[src/rtl/ttr_vote_w.sv]
// Triple-time-redundancy capture stage: three consecutive copies of each sample form a frame
// and are majority-voted into a held output register. A bypass mode makes it a plain register.
module ttr_vote_w #(
    parameter int WIDTH = 8,
    parameter int CNT_W = 4
) (
    input  logic             clk,
    input  logic             rst,
    input  logic [WIDTH-1:0] din,
    input  logic             sync,
    input  logic             bypass,
    input  logic             clr_err,
    output logic [WIDTH-1:0] dout,
    output logic             dout_vld,
    output logic             mism,
    output logic             locked,
    output logic [CNT_W-1:0] err_cnt
);

    logic [1:0]       p;
    logic [1:0]       ph;
    logic [1:0]       pNext;
    logic [WIDTH-1:0] c1;
    logic [WIDTH-1:0] c2;
    logic             ok;
    logic             okNext;
    logic             voteEn;
    logic             diff;
    logic [WIDTH-1:0] voted;
    logic [CNT_W-1:0] cntNext;

    always_comb begin
        ph      = sync ? 2'd0 : p;
        pNext   = (ph == 2'd2) ? 2'd0 : ph + 2'd1;
        voteEn  = !bypass && ok && locked && (ph == 2'd2);
        voted   = (c1 & c2) | (c1 & din) | (c2 & din);
        diff    = |((c1 ^ c2) | (c2 ^ din));
        // A frame stays eligible only if none of its cycles saw bypass.
        okNext  = ok;
        if (bypass)
            okNext = 1'b0;
        else if (ph == 2'd0)
            okNext = 1'b1;
        cntNext = err_cnt;
        if (clr_err)
            cntNext = '0;
        else if (voteEn && diff && (err_cnt != {CNT_W{1'b1}}))
            cntNext = err_cnt + CNT_W'(1);
    end

    always_ff @(posedge clk or posedge rst) begin
        if (rst) begin
            p        <= 2'd0;
            locked   <= 1'b0;
            c1       <= '0;
            c2       <= '0;
            ok       <= 1'b0;
            dout     <= '0;
            dout_vld <= 1'b0;
            mism     <= 1'b0;
            err_cnt  <= '0;
        end else begin
            p        <= pNext;
            ok       <= okNext;
            err_cnt  <= cntNext;
            dout_vld <= bypass || voteEn;
            mism     <= voteEn && diff;
            if (sync)
                locked <= 1'b1;
            if (ph == 2'd0)
                c1 <= din;
            if (ph == 2'd1)
                c2 <= din;
            if (bypass)
                dout <= din;
            else if (voteEn)
                dout <= voted;
        end
    end

endmodule

[config.mk]
export PLATFORM = sky130hd
export DESIGN_NAME = ttr_vote_w
export DESIGN_NICKNAME = d
export VERILOG_FILES = /design/src/rtl/ttr_vote_w.sv
export SDC_FILE = /design/constraint.sdc
export NUM_CORES = 1
export LEC_CHECK = 0
export CORE_ASPECT_RATIO = 1.1
export CORE_UTILIZATION = 53
export DETAILED_ROUTE_END_ITERATION = 12
export PLACE_DENSITY = 0.79
export SLEW_MARGIN = 15
export SYNTH_ARGS = -nofsm -noshare
export SYNTH_HDL_FRONTEND = slang
export SYNTH_SLANG_ARGS = --single-unit
[constraint.sdc]
create_clock -name clk -period 2.1 [get_ports clk]
set_input_delay 0.525 -clock clk [delete_from_list [all_inputs] [get_ports clk]]
set_output_delay 0.525 -clock clk [all_outputs]
set_load 0.02 [all_outputs]
==> results.md <==
- Max Clk Rate: between 400 and 500 MHz
- Synth-to-Final Area Change: 30.1%
- Synth top area share: approximately half
- Clock period minus worst slack: 2.06 ns
- Top post-synthesis cells by area: dfrtp_1, ha_1, mux2_2
- Worst-Margin Slew: about 0.42 ns
- Reg area: 851 um2
- Antenna cells: 0
- Post-synth EDFFs: 0
- Relative slew slack: 71.9%
- Outcome: finished clean
- Crit. End Element: flop
- Final design utilization: 73.6%
- Most used flip-flop cell after synthesis: dfrtp_1
- Pwr dens: ~710 nW/um2
- Min-delay src: locked
- Ys Warns: 0
- Syn Std Cell Area: roughly 1700 um2
- DR vias: about 1.3k
- Antenna-violating nets left: 0
- Core area: between 3000 and 4000 um2
- Syn Area/Cell: between 10 and 15 um2
- Final setup fails: 0
- Fill count: about 220
- Post-synth ARST share: 100%
- Die footprint: 3520 um2
- Worst Path Required: between 2 and 2.5 ns
- Residual DRC: 0
- Setup crit start: din[0]
- HPWL after detailed placement: around 2.7 mm
- Seq cells post-synth: 34
- Vias per cell: just under 6
- Post-Synthesis Net Count: 175
- Reg2Reg Setup Slack: approximately 0.25 ns
- Vias in the first global route: between 1k and 1.5k
- Routed wire length per instance: ~17 um
- Max-cap viol count: 0
- Syn Inst Count: 145
- Pre-CTS setup slack: -0.443 ns
- Final Skew: 0.0113 ns
- Largest net degree at the start of global routing: 35
- DRT Pass-1 Iters: 6
- Sequential area share after synthesis: 48.9%
- CTS tree: done
- CP Class: input port to flop
- Die width: 56.6 um
- CP max FO: 2
- Final hold violations: 0
- Drt total wl: approximately 3.8 mm
- Critical Path AT: approximately 2.3 ns
- Reg2Reg Launch Point: c1[5]
- TNS Setup: 0 ns
- Worst-Skew Late Latency: 0.35 ns
- Synth area leader: dfrtp_1
- DR iter-0 viols: 39
- Share of cells above drive strength 1: 27.2%
- Clock sink count: 34
- Gr ovfl total: 0
- Initial antenna violation count: 0
- Max Slew Vio Count: 0
- Multi-input combinational cell area: between 800 and 900 um2
- Die Y: a little over 60 um
- Final Worst Setup Slack: ~0.04 ns
- CTS buffer count: 5
- First-pass GRT wire length: ~6.5 mm
- Setup bufs post-CTS: 0
- Clock tree buffer depth: 2
- Root Driver: clkbuf_4
- Clock-pin slew on the worst setup and hold paths: about 0.11 ns
- Unique masters post-synth: 31
- Post-synth top cells: dfrtp_1, ha_1, mux2_2, nor2_1, inv_1
- RD Place Congestion: between 0.7 and 0.8
- H-tree depth: 2
- Final #Nets: between 200 and 250
- Row cnt: 21
- Worst hold path type: flop to flop
- Final Cycle Share: a little over nine tenths
- Port bufs: 27
- Maximum VDD drop: 656 uV
- Boundary pin count: 28
- Gr usage total: between 20% and 30%
- Starting Density: 56.6%
- Startpoint Class: input port
- P_leak: ~1 nW
- Most frequent cell after synthesis: dfrtp_1
through the flow:
stage                     hold slack, ns  cell area, um2  power, mW  cells
after floorplan                    0.459            1740      0.978    145
after global placement             0.472            2140       1.11    217
after detailed placement           0.480            2140       1.13    217
after CTS                          0.502            2230       1.55    225
after global routing               0.539            2260       1.68    225
final                              0.494            2260       1.60    225
cells by family after synthesis:
kind of cell	count (synthesis)	share of synthesized area (%)
buffers and inverters	16	4.67
multiplexers	18	11.6
AO/OA/AOI/OAI	22	10.2
adder cells (fa/ha/maj)	17	12.2
AND/OR/NAND/NOR	38	12.4
flip-flops	34	48.9
path summary, 6_finish.rpt:
check | depth (start not counted) | to
hold / removal | 1 | locked
max in group asynchronous | 3 | dout[5]
setup reg to reg | 5 | err_cnt[0]
min in group asynchronous | 3 | mism
hold reg to reg | 1 | locked
setup / recovery | 6 | err_cnt[0]
cell type report:
| type | instances | area share (%) |
|---|---|---|
| tap | 34 | 1.88 |
| clock buffer | 7 | 2.43 |
| clock inverter | 1 | 0.221 |
| timing repair buffer | 45 | 17.9 |
| sequential | 34 | 37.6 |
| multi-input combinational | 95 | 38.5 |
| inverter | 9 | 1.49 |
cells in the final DEF (no fill, tap or decap), drive strengths merged, types with 2 or more instances in the layout:
cell	instances
mux2	17
a31oi	2
dfrtp	34
nand2b	3
inv	9
nor2	12
buf	18
ha	17
clkbuf	7
o32ai	8
nor3	8
nor4	4
a21oi	8
nor2b	3
a311oi	3
clkdlybuf4s50	27
flip-flops by register name, indices dropped and copies added (netlist names):
| register | count |
|---|---|
| c1 | 8 |
| c2 | 8 |
| dout | 8 |
| err_cnt | 4 |
| p | 2 |
| dout_vld | 1 |
| locked | 1 |
| mism | 1 |
| ok | 1 |
critical path: stages:
cell and delay [ns]:
clkdlybuf4s50_1 0.43, ha_1 0.35, nor4_4 0.33, and4_4 0.27, a311oi_2 0.05, mux2_1 0.34
repair_timing:
item,in CTS,in global routing
gates resized for setup,4,5
hold buffers,0,0
setup endpoints to repair,2,3
pin swaps,0,3
metal layers:
layer | global-route usage [%] | up-vias | routed length (um)
li1 | - | 623 | -
met1 | 26.1 | 656 | 1490
met2 | 42.9 | 33 | 2020
met3 | 10.0 | 8 | 179
met4 | 9.45 | 0 | 65
met5 | 0 | - | 0
power breakdown:
group          internal, mW  switching (mW)
registers             0.725          0.0562
logic                 0.222           0.210
clock network         0.162           0.223
total                  1.11           0.489
Note: power is estimated with default switching activity, not from simulation.
